[config.mk]
export PLATFORM = sky130hd
export DESIGN_NAME = decode_exec_pipe_flat
export DESIGN_NICKNAME = d
export VERILOG_FILES = /design/src/rtl/decode_exec_pipe_if.sv /design/src/rtl/decode_exec_pipe.sv /design/src/flat_wrapper.sv
export SDC_FILE = /design/constraint.sdc
export NUM_CORES = 1
export LEC_CHECK = 0
export ABC_CLOCK_PERIOD_IN_PS = 10300
export CAP_MARGIN = 0
export CELL_PAD_IN_SITES_DETAIL_PLACEMENT = 0
export CELL_PAD_IN_SITES_GLOBAL_PLACEMENT = 1
export CORE_AREA = 2 2 130 132
export DETAILED_ROUTE_END_ITERATION = 8
export DIE_AREA = 0 0 132 134
export DONT_BUFFER_PORTS = 1
export PLACE_DENSITY = 0.69
export SETUP_SLACK_MARGIN = 0.3
export SLEW_MARGIN = 20
export SYNTH_ARGS = -nofsm -noshare
export SYNTH_HDL_FRONTEND = slang
export SYNTH_SLANG_ARGS = --single-unit
[constraint.sdc]
create_clock -name clk -period 10.3 [get_ports clk]
set_clock_uncertainty 0.05 [all_clocks]
set_input_delay 2.06 -clock clk [delete_from_list [all_inputs] [get_ports clk]]
set_output_delay 2.06 -clock clk [all_outputs]
set_load 0.01 [all_outputs]
[src/rtl/decode_exec_pipe_if.sv]
// decode_exec_pipe_if
//   Bundle of the signals exchanged between the decode stage, the
//   decode/exec pipeline register and the execution stage.
//
//   master modport : decode/control side. It drives the dec_* fields,
//                    exec_stall and flush. It observes dec_stall, the
//                    registered ex_* fields and bubble_count.
//   slave modport  : the pipeline register (decode_exec_pipe).
//
//   Physical register addresses are REG_ADDR_WIDTH+1 bits wide.
interface decode_exec_pipe_if #(
    parameter int unsigned DATA_WIDTH     = 32,
    parameter int unsigned REG_ADDR_WIDTH = 5
);
    localparam int unsigned PADDR_WIDTH = REG_ADDR_WIDTH + 1;

    // decode side
    logic                   dec_valid;
    logic                   dec_rs_enable;
    logic                   dec_rt_enable;
    logic [PADDR_WIDTH-1:0] dec_prs_addr;
    logic [PADDR_WIDTH-1:0] dec_prt_addr;
    logic [DATA_WIDTH-1:0]  dec_rs_override;
    logic [DATA_WIDTH-1:0]  dec_rt_override;
    logic [DATA_WIDTH-1:0]  dec_imm;
    logic [DATA_WIDTH-1:0]  dec_pc;
    logic [3:0]             dec_alu_op;
    logic                   dec_wb_reg;
    logic [1:0]             dec_exec_src;
    logic [PADDR_WIDTH-1:0] dec_write_addr;

    // pipeline control
    logic                   exec_stall;
    logic                   flush;
    logic                   dec_stall;

    // execution side
    logic                   ex_valid;
    logic [DATA_WIDTH-1:0]  ex_rs_data;
    logic [DATA_WIDTH-1:0]  ex_rt_data;
    logic [DATA_WIDTH-1:0]  ex_imm;
    logic [DATA_WIDTH-1:0]  ex_pc;
    logic [3:0]             ex_alu_op;
    logic                   ex_wb_reg;
    logic [1:0]             ex_exec_src;
    logic [PADDR_WIDTH-1:0] ex_write_addr;
    logic [31:0]            bubble_count;

    modport master (
        output dec_valid, dec_rs_enable, dec_rt_enable,
               dec_prs_addr, dec_prt_addr,
               dec_rs_override, dec_rt_override,
               dec_imm, dec_pc, dec_alu_op, dec_wb_reg,
               dec_exec_src, dec_write_addr,
               exec_stall, flush,
        input  dec_stall,
               ex_valid, ex_rs_data, ex_rt_data, ex_imm, ex_pc,
               ex_alu_op, ex_wb_reg, ex_exec_src, ex_write_addr,
               bubble_count
    );

    modport slave (
        input  dec_valid, dec_rs_enable, dec_rt_enable,
               dec_prs_addr, dec_prt_addr,
               dec_rs_override, dec_rt_override,
               dec_imm, dec_pc, dec_alu_op, dec_wb_reg,
               dec_exec_src, dec_write_addr,
               exec_stall, flush,
        output dec_stall,
               ex_valid, ex_rs_data, ex_rt_data, ex_imm, ex_pc,
               ex_alu_op, ex_wb_reg, ex_exec_src, ex_write_addr,
               bubble_count
    );
endinterface

[src/rtl/decode_exec_pipe.sv]
// decode_exec_pipe
//   Pipeline register between decode and execute. It captures the
//   forwarded operands and the decoded control of one instruction per
//   cycle. It also detects load-use hazards that forwarding cannot cover
//   and resolves each one with a single bubble. Downstream stall and
//   flush are handled here as well.
//
//   Ports:
//     clk  : clock, all state on the rising edge
//     rst  : asynchronous active-high reset
//     bus  : decode_exec_pipe_if.slave carrying dec_*, exec_stall,
//            flush, dec_stall, ex_* and bubble_count
//
//   Priority per edge: rst > flush > exec_stall > hazard bubble > load.
//   An entry that is not valid never has ex_wb_reg set, so the forwarding
//   and write-back logic may use ex_wb_reg without also checking ex_valid.
module decode_exec_pipe #(
    parameter int unsigned DATA_WIDTH     = 32,
    parameter int unsigned REG_ADDR_WIDTH = 5
) (
    input logic               clk,
    input logic               rst,
    decode_exec_pipe_if.slave bus
);
    localparam int unsigned PADDR_WIDTH = REG_ADDR_WIDTH + 1;

    // Shared result-source encoding. Only EX_ALU produces its result by
    // the end of exec. Every other source finishes later, so a dependent
    // instruction right behind it cannot be fed by forwarding.
    typedef enum logic [1:0] {
        EX_ALU  = 2'd0,
        EX_LOAD = 2'd1,
        EX_MUL  = 2'd2,
        EX_CSR  = 2'd3
    } exec_src_t;

    logic                   ex_valid_q;
    logic [DATA_WIDTH-1:0]  ex_rs_data_q;
    logic [DATA_WIDTH-1:0]  ex_rt_data_q;
    logic [DATA_WIDTH-1:0]  ex_imm_q;
    logic [DATA_WIDTH-1:0]  ex_pc_q;
    logic [3:0]             ex_alu_op_q;
    logic                   ex_wb_reg_q;
    exec_src_t              ex_exec_src_q;
    logic [PADDR_WIDTH-1:0] ex_write_addr_q;
    logic [31:0]            bubble_count_q;

    logic rs_hit;
    logic rt_hit;
    logic late_result;
    logic hazard;

    // Load-use detection. ex_valid is redundant with ex_wb_reg, but it is
    // kept so the check stays correct if that invariant is ever relaxed.
    always_comb begin
        rs_hit      = bus.dec_rs_enable && (bus.dec_prs_addr == ex_write_addr_q);
        rt_hit      = bus.dec_rt_enable && (bus.dec_prt_addr == ex_write_addr_q);
        late_result = ex_valid_q && ex_wb_reg_q
                      && (ex_exec_src_q != EX_ALU)
                      && (ex_write_addr_q != '0);
        hazard      = late_result && bus.dec_valid && (rs_hit || rt_hit);
    end

    // Flush discards the decode instruction, so decode never has to hold
    // it, even while exec is stalled.
    assign bus.dec_stall = !bus.flush && (bus.exec_stall || hazard);

    always_ff @(posedge clk or posedge rst) begin
        if (rst) begin
            ex_valid_q      <= 1'b0;
            ex_rs_data_q    <= '0;
            ex_rt_data_q    <= '0;
            ex_imm_q        <= '0;
            ex_pc_q         <= '0;
            ex_alu_op_q     <= '0;
            ex_wb_reg_q     <= 1'b0;
            ex_exec_src_q   <= EX_ALU;
            ex_write_addr_q <= '0;
            bubble_count_q  <= '0;
        end else if (bus.flush) begin
            ex_valid_q  <= 1'b0;
            ex_wb_reg_q <= 1'b0;
        end else if (bus.exec_stall) begin
            // hold everything; a pending hazard is not counted here
        end else if (hazard) begin
            ex_valid_q  <= 1'b0;
            ex_wb_reg_q <= 1'b0;
            if (bubble_count_q != '1) begin
                bubble_count_q <= bubble_count_q + 32'd1;
            end
        end else begin
            ex_valid_q      <= bus.dec_valid;
            ex_rs_data_q    <= bus.dec_rs_override;
            ex_rt_data_q    <= bus.dec_rt_override;
            ex_imm_q        <= bus.dec_imm;
            ex_pc_q         <= bus.dec_pc;
            ex_alu_op_q     <= bus.dec_alu_op;
            ex_wb_reg_q     <= bus.dec_valid && bus.dec_wb_reg;
            ex_exec_src_q   <= exec_src_t'(bus.dec_exec_src);
            ex_write_addr_q <= bus.dec_write_addr;
        end
    end

    assign bus.ex_valid      = ex_valid_q;
    assign bus.ex_rs_data    = ex_rs_data_q;
    assign bus.ex_rt_data    = ex_rt_data_q;
    assign bus.ex_imm        = ex_imm_q;
    assign bus.ex_pc         = ex_pc_q;
    assign bus.ex_alu_op     = ex_alu_op_q;
    assign bus.ex_wb_reg     = ex_wb_reg_q;
    assign bus.ex_exec_src   = ex_exec_src_q;
    assign bus.ex_write_addr = ex_write_addr_q;
    assign bus.bubble_count  = bubble_count_q;
endmodule

[src/flat_wrapper.sv]
// flat-port wrapper written by rule: the top's interface ports become plain ports
module decode_exec_pipe_flat 
#(
    parameter int unsigned DATA_WIDTH     = 32,
    parameter int unsigned REG_ADDR_WIDTH = 5
)
  (clk, rst, bus_dec_valid, bus_dec_rs_enable, bus_dec_rt_enable, bus_dec_prs_addr, bus_dec_prt_addr, bus_dec_rs_override, bus_dec_rt_override, bus_dec_imm, bus_dec_pc, bus_dec_alu_op, bus_dec_wb_reg, bus_dec_exec_src, bus_dec_write_addr, bus_exec_stall, bus_flush, bus_dec_stall, bus_ex_valid, bus_ex_rs_data, bus_ex_rt_data, bus_ex_imm, bus_ex_pc, bus_ex_alu_op, bus_ex_wb_reg, bus_ex_exec_src, bus_ex_write_addr, bus_bubble_count);
  decode_exec_pipe_if #(.DATA_WIDTH(DATA_WIDTH), .REG_ADDR_WIDTH(REG_ADDR_WIDTH)) bus_i ();
  input logic clk;
  input logic rst;
  input wire logic [$bits(bus_i.dec_valid)-1:0] bus_dec_valid;
  input wire logic [$bits(bus_i.dec_rs_enable)-1:0] bus_dec_rs_enable;
  input wire logic [$bits(bus_i.dec_rt_enable)-1:0] bus_dec_rt_enable;
  input wire logic [$bits(bus_i.dec_prs_addr)-1:0] bus_dec_prs_addr;
  input wire logic [$bits(bus_i.dec_prt_addr)-1:0] bus_dec_prt_addr;
  input wire logic [$bits(bus_i.dec_rs_override)-1:0] bus_dec_rs_override;
  input wire logic [$bits(bus_i.dec_rt_override)-1:0] bus_dec_rt_override;
  input wire logic [$bits(bus_i.dec_imm)-1:0] bus_dec_imm;
  input wire logic [$bits(bus_i.dec_pc)-1:0] bus_dec_pc;
  input wire logic [$bits(bus_i.dec_alu_op)-1:0] bus_dec_alu_op;
  input wire logic [$bits(bus_i.dec_wb_reg)-1:0] bus_dec_wb_reg;
  input wire logic [$bits(bus_i.dec_exec_src)-1:0] bus_dec_exec_src;
  input wire logic [$bits(bus_i.dec_write_addr)-1:0] bus_dec_write_addr;
  input wire logic [$bits(bus_i.exec_stall)-1:0] bus_exec_stall;
  input wire logic [$bits(bus_i.flush)-1:0] bus_flush;
  output wire logic [$bits(bus_i.dec_stall)-1:0] bus_dec_stall;
  output wire logic [$bits(bus_i.ex_valid)-1:0] bus_ex_valid;
  output wire logic [$bits(bus_i.ex_rs_data)-1:0] bus_ex_rs_data;
  output wire logic [$bits(bus_i.ex_rt_data)-1:0] bus_ex_rt_data;
  output wire logic [$bits(bus_i.ex_imm)-1:0] bus_ex_imm;
  output wire logic [$bits(bus_i.ex_pc)-1:0] bus_ex_pc;
  output wire logic [$bits(bus_i.ex_alu_op)-1:0] bus_ex_alu_op;
  output wire logic [$bits(bus_i.ex_wb_reg)-1:0] bus_ex_wb_reg;
  output wire logic [$bits(bus_i.ex_exec_src)-1:0] bus_ex_exec_src;
  output wire logic [$bits(bus_i.ex_write_addr)-1:0] bus_ex_write_addr;
  output wire logic [$bits(bus_i.bubble_count)-1:0] bus_bubble_count;
  assign bus_i.dec_valid = bus_dec_valid;
  assign bus_i.dec_rs_enable = bus_dec_rs_enable;
  assign bus_i.dec_rt_enable = bus_dec_rt_enable;
  assign bus_i.dec_prs_addr = bus_dec_prs_addr;
  assign bus_i.dec_prt_addr = bus_dec_prt_addr;
  assign bus_i.dec_rs_override = bus_dec_rs_override;
  assign bus_i.dec_rt_override = bus_dec_rt_override;
  assign bus_i.dec_imm = bus_dec_imm;
  assign bus_i.dec_pc = bus_dec_pc;
  assign bus_i.dec_alu_op = bus_dec_alu_op;
  assign bus_i.dec_wb_reg = bus_dec_wb_reg;
  assign bus_i.dec_exec_src = bus_dec_exec_src;
  assign bus_i.dec_write_addr = bus_dec_write_addr;
  assign bus_i.exec_stall = bus_exec_stall;
  assign bus_i.flush = bus_flush;
  assign bus_dec_stall = bus_i.dec_stall;
  assign bus_ex_valid = bus_i.ex_valid;
  assign bus_ex_rs_data = bus_i.ex_rs_data;
  assign bus_ex_rt_data = bus_i.ex_rt_data;
  assign bus_ex_imm = bus_i.ex_imm;
  assign bus_ex_pc = bus_i.ex_pc;
  assign bus_ex_alu_op = bus_i.ex_alu_op;
  assign bus_ex_wb_reg = bus_i.ex_wb_reg;
  assign bus_ex_exec_src = bus_i.ex_exec_src;
  assign bus_ex_write_addr = bus_i.ex_write_addr;
  assign bus_bubble_count = bus_i.bubble_count;
  decode_exec_pipe #(.DATA_WIDTH(DATA_WIDTH), .REG_ADDR_WIDTH(REG_ADDR_WIDTH)) u_core (.clk(clk), .rst(rst), .bus(bus_i));
endmodule
==> impl_metrics.env <==
export IMPL_r2r_start="u_core.bus.ex_write_addr[2]$_DFFE_PP0P_"
export IMPL_syn2layout_area_growth_pct=10.35
export IMPL_cp_end_kind="primary output"
export IMPL_multi_input_combinational_cell_area_mm2=0.002566
export IMPL_first_global_vias=4165
export IMPL_number_of_enable_flip_flop_cells_after_synthesis=0
export IMPL_cts_made_buffers=17
export IMPL_drtPass1Iterations=4
export IMPL_yosys_cell_types_count=33
export IMPL_wire_length_of_the_first_global_routing_pass_um=25520
export IMPL_htreeDepth=4
export IMPL_drt_drc_violations_left=0
export IMPL_layoutNonFillerInstCount=715
export IMPL_cts_clk_pin_slew_worst_paths_ns=0.07
export IMPL_ctsResizeCount=0
export IMPL_time_the_final_worst_path_needs_with_i_o_delays_and_setup_ns=5.268
export IMPL_power_density_relative_to_cell_area_mw_per_mm2=209.1
export IMPL_area_sequential_mm2=0.004354
export IMPL_final_hold_viol_count=0
export IMPL_yosys_cell_count_top_type="sky130_fd_sc_hd__dfrtp_1"
export IMPL_global_route_overflow_total=0
export IMPL_synthCells=480
export IMPL_timing_final_setup_violations=0
export IMPL_max_cap_violations=0
export IMPL_layout_drive_gt1_share=0.2869
export IMPL_ys_warnings_count=0
export IMPL_first_iter_violations=212
export IMPL_antenna_diode_count=0
export IMPL_placement_io_buffers=0
export IMPL_hold_ws_ns=0.5063
export IMPL_timing_critical_path_buf_inv=0
export IMPL_min_path_cells=1
export IMPL_tightest_slew_ns=0.9742
export IMPL_ys_flop_type="sky130_fd_sc_hd__dfrtp_1"
export IMPL_dieWidth_um=132
export IMPL_dr_total_vias=3887
export IMPL_tns_ns=0
export IMPL_rsz0062_at_grt="no"
export IMPL_regToRegSetupSlack_ns=6.72
export IMPL_max_freq_mhz=189.8
export IMPL_critical_path_max_fanout=7
export IMPL_synth_seq_area_share=0.6144
export IMPL_grt_max_degree=106
export IMPL_min_path_type="reg2reg"
export IMPL_fp_dieH_um=134
export IMPL_post_layout_total_power_mw=1.635
export IMPL_post_route_worst_setup_slack_ns=5.032
export IMPL_post_cts_setup_buffer_count=0
export IMPL_ys_top_cells_by_count="sky130_fd_sc_hd__dfrtp_1 (174), sky130_fd_sc_hd__mux2_2 (98), sky130_fd_sc_hd__mux2_1 (43), sky130_fd_sc_hd__xnor2_1 (29), sky130_fd_sc_hd__nand3_1 (19)"
export IMPL_placementRows=47
export IMPL_timing_critical_path_to="bus_dec_stall"
export IMPL_synthesis_nets=641
export IMPL_timing_slew_headroom=0.3505
export IMPL_status="completed"
export IMPL_core_mm2=0.01629
export IMPL_finalCoreUtilization=0.4801
export IMPL_path_depth=5
export IMPL_antenna_violating_nets_post_route=0
export IMPL_ys_seq_elements=174
export IMPL_overall_routing_resource_usage=0.1921
export IMPL_post_synth_top_area_fraction=0.6144
export IMPL_worst_setup_sp="bus_dec_prs_addr[4]"
export IMPL_mappedNetlistArea_mm2=0.007087
export IMPL_timing_setup_critical_path_class="in2out"
export IMPL_initial_util=0.4351
export IMPL_cts_root_to_sink_buffers=2
export IMPL_place_detailed_hpwl_um=12620
export IMPL_synth_top_cell_by_area="sky130_fd_sc_hd__dfrtp_1"
export IMPL_ir_drop_worst_vdd_v=0.0001078
export IMPL_stdcell_area_mm2=0.007820
export IMPL_die_area_mm2=0.01769
export IMPL_r2r_worst_path_cells=7
export IMPL_share_of_flip_flops_with_an_asynchronous_set_or_reset=1.000
export IMPL_ioPinCount=335
export IMPL_cp_cell_sequence="xnor2_1, nand4_1, o22ai_2, a21oi_1, nor2_1"
export IMPL_cts_sinks=174
export IMPL_drv_slew=0
export IMPL_crit_required_ns=8.19
export IMPL_clock_tree_from_tritoncts="done"
export IMPL_critPathTopFamily="compound AO/OA/AOI/OAI gates"
export IMPL_dp_cells=684
export IMPL_synth_top_cells_by_area="sky130_fd_sc_hd__dfrtp_1 (61%), sky130_fd_sc_hd__mux2_2 (16%), sky130_fd_sc_hd__mux2_1 (6.8%)"
export IMPL_finalCritPeriodShare=0.5114
export IMPL_worst_skew_pair_late_latency_ns=0.43
export IMPL_worst_path_largest_cell_delay_ns=0.42
export IMPL_pre_cts_slack_ns=5.001
export IMPL_cts_root_buf="sky130_fd_sc_hd__clkbuf_16"
export IMPL_instance_area_after_placement_mm2=0.007228
export IMPL_routabilityCongestion=0.7794
export IMPL_worst_ep_arrival_time_ns=3.16
export IMPL_crit_slowest_cell="sky130_fd_sc_hd__o22ai_2"
export IMPL_vias_per_cell=5.436
export IMPL_fillCellCount=1447
export IMPL_drt_wirelength_per_cell_um=23.50
export IMPL_post_cts_hold_fix_bufs=0
export IMPL_antenna_found_initial=0
export IMPL_synthesis_area_per_instance_um2=14.76
export IMPL_crit_path_start_kind="input port"
export IMPL_nNetsFinal=644
export IMPL_power_static_leakage_nw=3.277
export IMPL_worst_r2r_endpoint="u_core.bus.ex_pc[25]$_DFFE_PP0P_"
export IMPL_routed_wirelength_um=16800
worst register-to-register path, delay by kind of cell (launching register included):
kind                      cells  cell delay [ns]
DFF                           1             0.56
AOI/OAI and AO/OA             1             0.20
xor gates and xnor gates      1             0.22
muxes                         1             0.47
buffers and inverters         1             0.94
and+or+nand+nor               3             1.04
where the power goes:
group          internal (mW)  leakage, nW  switching (mW)
Combinational         0.0691        0.878          0.0491
Clock                  0.371        0.287           0.269
Sequential             0.765         2.11           0.112
Total                   1.21         3.28           0.430
kinds of logic (layout without fill, tap and decap cells):
kind of cell               Yosys count  in the layout  synth area share
buffers and inverters               22             37           0.02419
xor gates and xnor gates            43             43           0.05314
muxes                              141            141            0.2240
AOI/OAI and AO/OA                    8              8           0.01183
and+or+nand+nor                     91             91           0.07062
adders and majority gates            1              1          0.001765
DFF                                174            174            0.6144
metal layers:
layer / GRT usage / routed length [µm]
met1: 0.2067 / 6009
met2: 0.3270 / 8753
met3: 0.08050 / 1562
met4: 0.09541 / 473
met5: 0 / 0
cells in the final DEF (no fill, tap or decap), types with 3 or more instances in the layout:
master	instances
sky130_fd_sc_hd__and3_1	5
sky130_fd_sc_hd__clkbuf_16	17
sky130_fd_sc_hd__clkinv_2	3
sky130_fd_sc_hd__clkinv_4	3
sky130_fd_sc_hd__dfrtp_1	174
sky130_fd_sc_hd__inv_1	3
sky130_fd_sc_hd__mux2_1	43
sky130_fd_sc_hd__mux2_2	98
sky130_fd_sc_hd__nand2_1	12
sky130_fd_sc_hd__nand3_1	19
sky130_fd_sc_hd__nand4_1	14
sky130_fd_sc_hd__nor2_1	14
sky130_fd_sc_hd__nor3_1	11
sky130_fd_sc_hd__nor4_1	3
sky130_fd_sc_hd__xnor2_1	29
sky130_fd_sc_hd__xor2_1	14
final cells by class:
cell class,count,area share
sequential,174,0.5568
multi-input combinational,284,0.3282
clock buffer,19,0.05792
tap,220,0.03520
clock inverter,12,0.01744
inverter,4,0.002560
timing repair buffer,2,0.001920
how the worst min path moves through the flow:
| stage | slack (ns) | startpoint | end |
|---|---|---|---|
| global route | 0.52 | u_core.bus.bubble_count[13]$_DFFE_PP0P_ | u_core.bus.bubble_count[13]$_DFFE_PP0P_ |
| CTS | 0.51 | u_core.bus.bubble_count[13]$_DFFE_PP0P_ | u_core.bus.bubble_count[13]$_DFFE_PP0P_ |
| finish | 0.51 | u_core.bus.bubble_count[13]$_DFFE_PP0P_ | u_core.bus.bubble_count[13]$_DFFE_PP0P_ |
| global placement | 0.50 | u_core.bus.ex_pc[0]$_DFFE_PP0P_ | u_core.bus.ex_pc[0]$_DFFE_PP0P_ |
| detailed placement | 0.50 | u_core.bus.bubble_count[13]$_DFFE_PP0P_ | u_core.bus.bubble_count[13]$_DFFE_PP0P_ |
| floorplan | 0.47 | u_core.bus.bubble_count[9]$_DFFE_PP0P_ | u_core.bus.bubble_count[9]$_DFFE_PP0P_ |
Note: power is estimated with default switching activity, not from simulation.
==> edit 1: new RTL, same flow settings <==
Make the reset (`rst`) synchronous in one clocked block. Comments in the files are not updated.
--- a/src/rtl/decode_exec_pipe.sv
+++ b/src/rtl/decode_exec_pipe.sv
@@ -66,5 +66,5 @@
     assign bus.dec_stall = !bus.flush && (bus.exec_stall || hazard);
 
-    always_ff @(posedge clk or posedge rst) begin
+    always_ff @(posedge clk) begin
         if (rst) begin
             ex_valid_q      <= 1'b0;
Function: differs if rst is asserted again (counterexample within 4 cycles, from zero or initial values and one cycle with rst high); with rst held inactive, the same outputs for 4 cycles.
==> edit 1 against the unedited design <==
- power decreased by 8.9%
- non-clock buffer count increased by 2
- worst setup slack improved by 0.15 ns
- final area decreased by 4.2%
- die area unchanged
- wire length increased by 12%
- area after synthesis decreased by 5.0%
- largest power group unchanged
- cell count increased by 46%
- synthesized cell count increased by 76%
- sequential cell count unchanged
==> edit 1: results (changes against the unedited design) <==
Detailed routing
The wire length on met1 is 6.92 mm (+15%). The total wire length came to 18.8 mm (+12%). The met3 wire length is 1.98 mm (+27%). The ratio of routed vias to standard cells is 5.41 (-0.51%).

The first-pass detailed-route iteration total is 5 (+1). The met2 layer wire length in the routed design is 9.57 mm (+9.3%). The via count was 5652 (+45%). The violation count after the first detailed-routing iteration is 263 (+24%).

Final layout
The ratio of cells with drive above 1 in the final layout was 7.64% (-21 points). The total area of multi-input combinational cells is 0.00301 mm^2 (+17%). The fill cell instance count of the final layout is 1672 (+16%). The number of nets in the finished design came to 973 (+51%).

Setup path
The worst register-to-register path ends at u_core.bus.ex_rs_data[18]. The signal arrival time at the worst endpoint is 3.01 ns (-0.15 ns). On the critical path, the stage with the largest delay is an instance of sky130_fd_sc_hd__o22ai_4. The cell family contributing the most delay on the critical path is simple AND/OR/NAND/NOR gates. Tracing the worst setup path back leads to its startpoint at bus_dec_prt_addr[0]. The worst register-to-register path begins at u_core.bus.ex_write_addr[5]. The register-to-register path setup slack is 7.18 ns (+0.46 ns). The worst reg-to-reg path cell count is 8 (+1).

Power and ir drop
The static leakage is 2.55 nW (-22%). The cell-internal power was 1.14 mW (-5.4%). The net switching share of the total power is 23.5% (-2.8 points). The share of total power in combinational logic was 4.0% (-3.2 points). The peak supply drop is 0.111 mV (+2.9%). The clock network fraction of design power is 47.0% (+7.9 points).

Logic synthesis
The xor/xnor share of the synthesized area is 1.95% (-3.4 points). The part of the Yosys area used for sequential elements was 51.7% (-9.7 points). The async set or reset register ratio after synthesis is 0% (-100 points). The fraction of synthesized area in multiplexers was 1.65% (-21 points). The total nets after synthesis is 1006 (+57%). The number of standard cells after synthesis is 845 (+76%). The primary flip-flop cell chosen by synthesis mapping is sky130_fd_sc_hd__dfxtp_1. The adder and majority gate portion of the synthesized area came to 0.186% (+0.0092 points). The compound-cell area share of the yosys netlist is 14.8% (+14 points). Yosys attributes the largest share of cell area to sky130_fd_sc_hd__dfxtp_1, sky130_fd_sc_hd__nand2_1, sky130_fd_sc_hd__a21oi_1. By count the netlist is led by sky130_fd_sc_hd__nand2_1, sky130_fd_sc_hd__dfxtp_1, sky130_fd_sc_hd__a21oi_1, sky130_fd_sc_hd__clkbuf_1, sky130_fd_sc_hd__nand3_1.

Timing
The relative slew slack is 36.9% (+1.8 points). The achievable frequency is 195 MHz (+2.9%).

Placed design
The placement-stage worst setup slack is 5.19 ns (+0.185 ns). The post-detailed-placement cell area came to 0.00679 mm^2 (-6.0%).

GRT
The pin count of the biggest net entering global routing is 184 (+74%). The met3 track demand over resource in global routing is 9.71% (+1.7 points). The met2 usage is 36.5% (+3.8 points).

The global-route wire length before repair is 28.8 mm (+13%). The overall track demand over capacity in global routing was 20.5% (+1.3 points). The met1 track utilization from global routing was 21.2% (+0.49 points).

Hold path
The count of cells along the worst hold path came to 2 (+1). The worst-case hold path end point is u_core.bus.ex_alu_op[3]. The start point of the worst hold path is u_core.bus.ex_alu_op[3].

Run status
The flow ran to the end, and the final reports show no timing, DRC or antenna violations.
==> edit 1: cell types whose count changed after synthesis, moves of 11 or more <==
cell,before,now
sky130_fd_sc_hd__nand2_1,12,293
sky130_fd_sc_hd__dfrtp_1,174,0
sky130_fd_sc_hd__dfxtp_1,0,174
sky130_fd_sc_hd__a21oi_1,2,161
sky130_fd_sc_hd__mux2_2,98,9
sky130_fd_sc_hd__mux2_1,43,0
sky130_fd_sc_hd__clkbuf_1,2,41
sky130_fd_sc_hd__xnor2_1,29,13
sky130_fd_sc_hd__xor2_1,14,2
sky130_fd_sc_hd__o21ai_0,0,11
==> edit 1: area by class of cell <==
| cell class | instances | share of cell area (%) |
|---|---|---|
| multi-input combinational | 612 | 40.2 |
| sequential | 174 | 46.5 |
| timing repair buffer | 4 | 0.935 |
| inverter | 3 | 0.150 |
| clock buffer | 19 | 5.91 |
| tap | 220 | 3.67 |
| clock inverter | 13 | 2.67 |
==> edit 2: new RTL, same settings <==
Without the edit above. `REG_ADDR_WIDTH` is set to 5 in 3 places; all go to 7.
--- a/src/rtl/decode_exec_pipe_if.sv
+++ b/src/rtl/decode_exec_pipe_if.sv
@@ -11,5 +11,5 @@
 interface decode_exec_pipe_if #(
     parameter int unsigned DATA_WIDTH     = 32,
-    parameter int unsigned REG_ADDR_WIDTH = 5
+    parameter int unsigned REG_ADDR_WIDTH = 7
 );
     localparam int unsigned PADDR_WIDTH = REG_ADDR_WIDTH + 1;
--- a/src/rtl/decode_exec_pipe.sv
+++ b/src/rtl/decode_exec_pipe.sv
@@ -17,5 +17,5 @@
 module decode_exec_pipe #(
     parameter int unsigned DATA_WIDTH     = 32,
-    parameter int unsigned REG_ADDR_WIDTH = 5
+    parameter int unsigned REG_ADDR_WIDTH = 7
 ) (
     input logic               clk,
--- a/src/flat_wrapper.sv
+++ b/src/flat_wrapper.sv
@@ -3,5 +3,5 @@
 #(
     parameter int unsigned DATA_WIDTH     = 32,
-    parameter int unsigned REG_ADDR_WIDTH = 5
+    parameter int unsigned REG_ADDR_WIDTH = 7
 )
   (clk, rst, bus_dec_valid, bus_dec_rs_enable, bus_dec_rt_enable, bus_dec_prs_addr, bus_dec_prt_addr, bus_dec_rs_override, bus_dec_rt_override, bus_dec_imm, bus_dec_pc, bus_dec_alu_op, bus_dec_wb_reg, bus_dec_exec_src, bus_dec_write_addr, bus_exec_stall, bus_flush, bus_dec_stall, bus_ex_valid, bus_ex_rs_data, bus_ex_rt_data, bus_ex_imm, bus_ex_pc, bus_ex_alu_op, bus_ex_wb_reg, bus_ex_exec_src, bus_ex_write_addr, bus_bubble_count);
Ports: changed (resized bus_dec_prs_addr, bus_dec_prt_addr, bus_dec_write_addr and bus_ex_write_addr); port bits go from 335 to 343. The function was not compared with the original's and may differ.
==> edit 2 against the unedited design <==
- register-to-register slack gained 0.61 ns
- sequential cell count grew 2
- fmax shrank 4.3%
- critical path depth grew 1
- global-route usage grew 0.69 points
- area after synthesis grew 2.5%
- wire length grew 3.6%
- cell count grew 2.9%
- worst setup slack lost 0.24 ns
- die area is the same
- power grew 0.86%
- final area grew 2.4%
- sequential power grew 1%
- largest power group unchanged
- highest routed layer is now met5
==> edit 2: results (changes against the unedited design) <==
Run status
The flow ran to the end, and the final reports show no timing, DRC or antenna violations.

Detailed routing
The detailed router used layers up to and including met5. The met2 layer wire length in the routed design came to 8.64 mm (-1.3%). The met3 wire length is 1.97 mm (+26%). The post-detailed-route wirelength per cell came to 23.6 um (+0.62%). The ratio of routed vias to standard cells is 5.66 (+4.1%). The wire length on met1 is 6.41 mm (+6.6%). The violation count after the first detailed-routing iteration is 198 (-6.6%).

Placed design
The placement-stage worst setup slack is 4.76 ns (-0.245 ns). The post-detailed-placement cell area was 0.00742 mm^2 (+2.7%). The last weighted congestion value of the routability-driven placer is 0.847 (+8.6%). The detailed placement HPWL is 12.9 mm (+2.2%). The port buffer count is 0 (unchanged).

GRT
The number of antenna violations at the first check in global routing is 4 (+4). The pin count of the biggest net entering global routing is 92 (-13%). The global-route wire length before repair is 26.9 mm (+5.5%).

The number of global-route vias before repair was 4543 (+9.1%). The overall track demand over capacity in global routing is 19.9% (+0.69 points).

Hold path
The worst hold path belongs to the class reg2reg.

Logic synthesis
After synthesis, the cell types taking the most area are sky130_fd_sc_hd__dfrtp_1, sky130_fd_sc_hd__mux2_2, sky130_fd_sc_hd__mux2_1. The part of the Yosys area used for sequential elements is 60.6% (-0.82 points). The total nets after synthesis is 666 (+3.9%). Counting instances in the post-synthesis netlist gives the leading cell types as sky130_fd_sc_hd__dfrtp_1, sky130_fd_sc_hd__mux2_2, sky130_fd_sc_hd__mux2_1, sky130_fd_sc_hd__xor2_1, sky130_fd_sc_hd__nor2_1.

The number of unique standard cell types used by synthesis is 35 (+6.1%).

Power and ir drop
The clock network fraction of design power is 38.7% (-0.4 points). The peak supply drop is 0.110 mV (+1.7%). The static leakage is 3.43 nW (+4.8%). The net switching share of the total power was 27.7% (+1.4 points). The power drawn by the combinational cells is 0.122 mW (+3%).

Final layout
The ratio of cells with drive above 1 in the final layout is 25.2% (-3.5 points). The fill cell instance count of the final layout is 1432 (-1.0%).

Clocking
The H-tree depth reported by CTS was 4 (unchanged). The post-CTS setup-driven buffer insertion count was 0 (unchanged). The number of buffers created by CTS was 17 (unchanged).

Setup path
The signal arrival time at the worst endpoint was 3.40 ns (+0.24 ns). The biggest fanout along the worst timing path is 8 (+1).

Floorplan
The effective utilization at floorplan came to 44.6% (+1.1 points).

Timing
The relative slew slack is 32.8% (-2.3 points).
edit 2: final cells by class:
type	count	area, um^2	share of cell area [%]
inverters	2	12.5	0.156
flip-flops and latches	176	4400	55.0
well taps	220	275	3.44
clock inverters	13	141	1.77
multi-input cells	304	2710	33.8
repair buffers	3	26.3	0.328
clock buffers	18	439	5.48
edit 2: path summary, 6_finish.rpt:
check	start	to	slack [ns]	depth (start not counted)
min	u_core.bus.bubble_count[15]	u_core.bus.bubble_count[15]	0.50	1
min in group asynchronous	rst	u_core.bus.ex_pc[22]	1.58	1
max in group asynchronous	rst	u_core.bus.ex_rt_data[25]	7.32	2
max	bus_dec_valid	bus_dec_stall	4.79	6
max reg2reg	u_core.bus.ex_exec_src[1]	u_core.bus.ex_pc[17]	7.33	7
min reg2reg	u_core.bus.bubble_count[15]	u_core.bus.bubble_count[15]	0.50	1
edit 2: cells by family after synthesis:
kind of cell	Yosys count	share of synthesized area [%]
compound gates	6	0.964
xor+xnor	47	5.67
fa+ha+maj	1	0.172
buf+inv	19	2.10
flops	176	60.6
mux	143	22.2
simple gates	107	8.32
edit 2: critical path, cell delays in order:
cell	delay, ns
sky130_fd_sc_hd__o2111ai_1	0.23
sky130_fd_sc_hd__a21oi_2	0.30
sky130_fd_sc_hd__nand4_1	0.13
sky130_fd_sc_hd__o22ai_2	0.40
sky130_fd_sc_hd__nor2_1	0.08
sky130_fd_sc_hd__nor2_1	0.20
edit 2: per-stage QoR:
stage / power (mW) / cells
final: 1.65 / 736
after global placement: 1.02 / 705
after global routing: 1.72 / 736
after detailed placement: 1.03 / 705
after CTS: 1.67 / 736
after floorplan: 0.979 / 499
edit 2: metal layers:
layer,vias up,track usage [%]
li1,1792,-
met1,2099,22.7
met2,233,32.1
met3,35,10.4
met4,8,7.07
met5,-,0
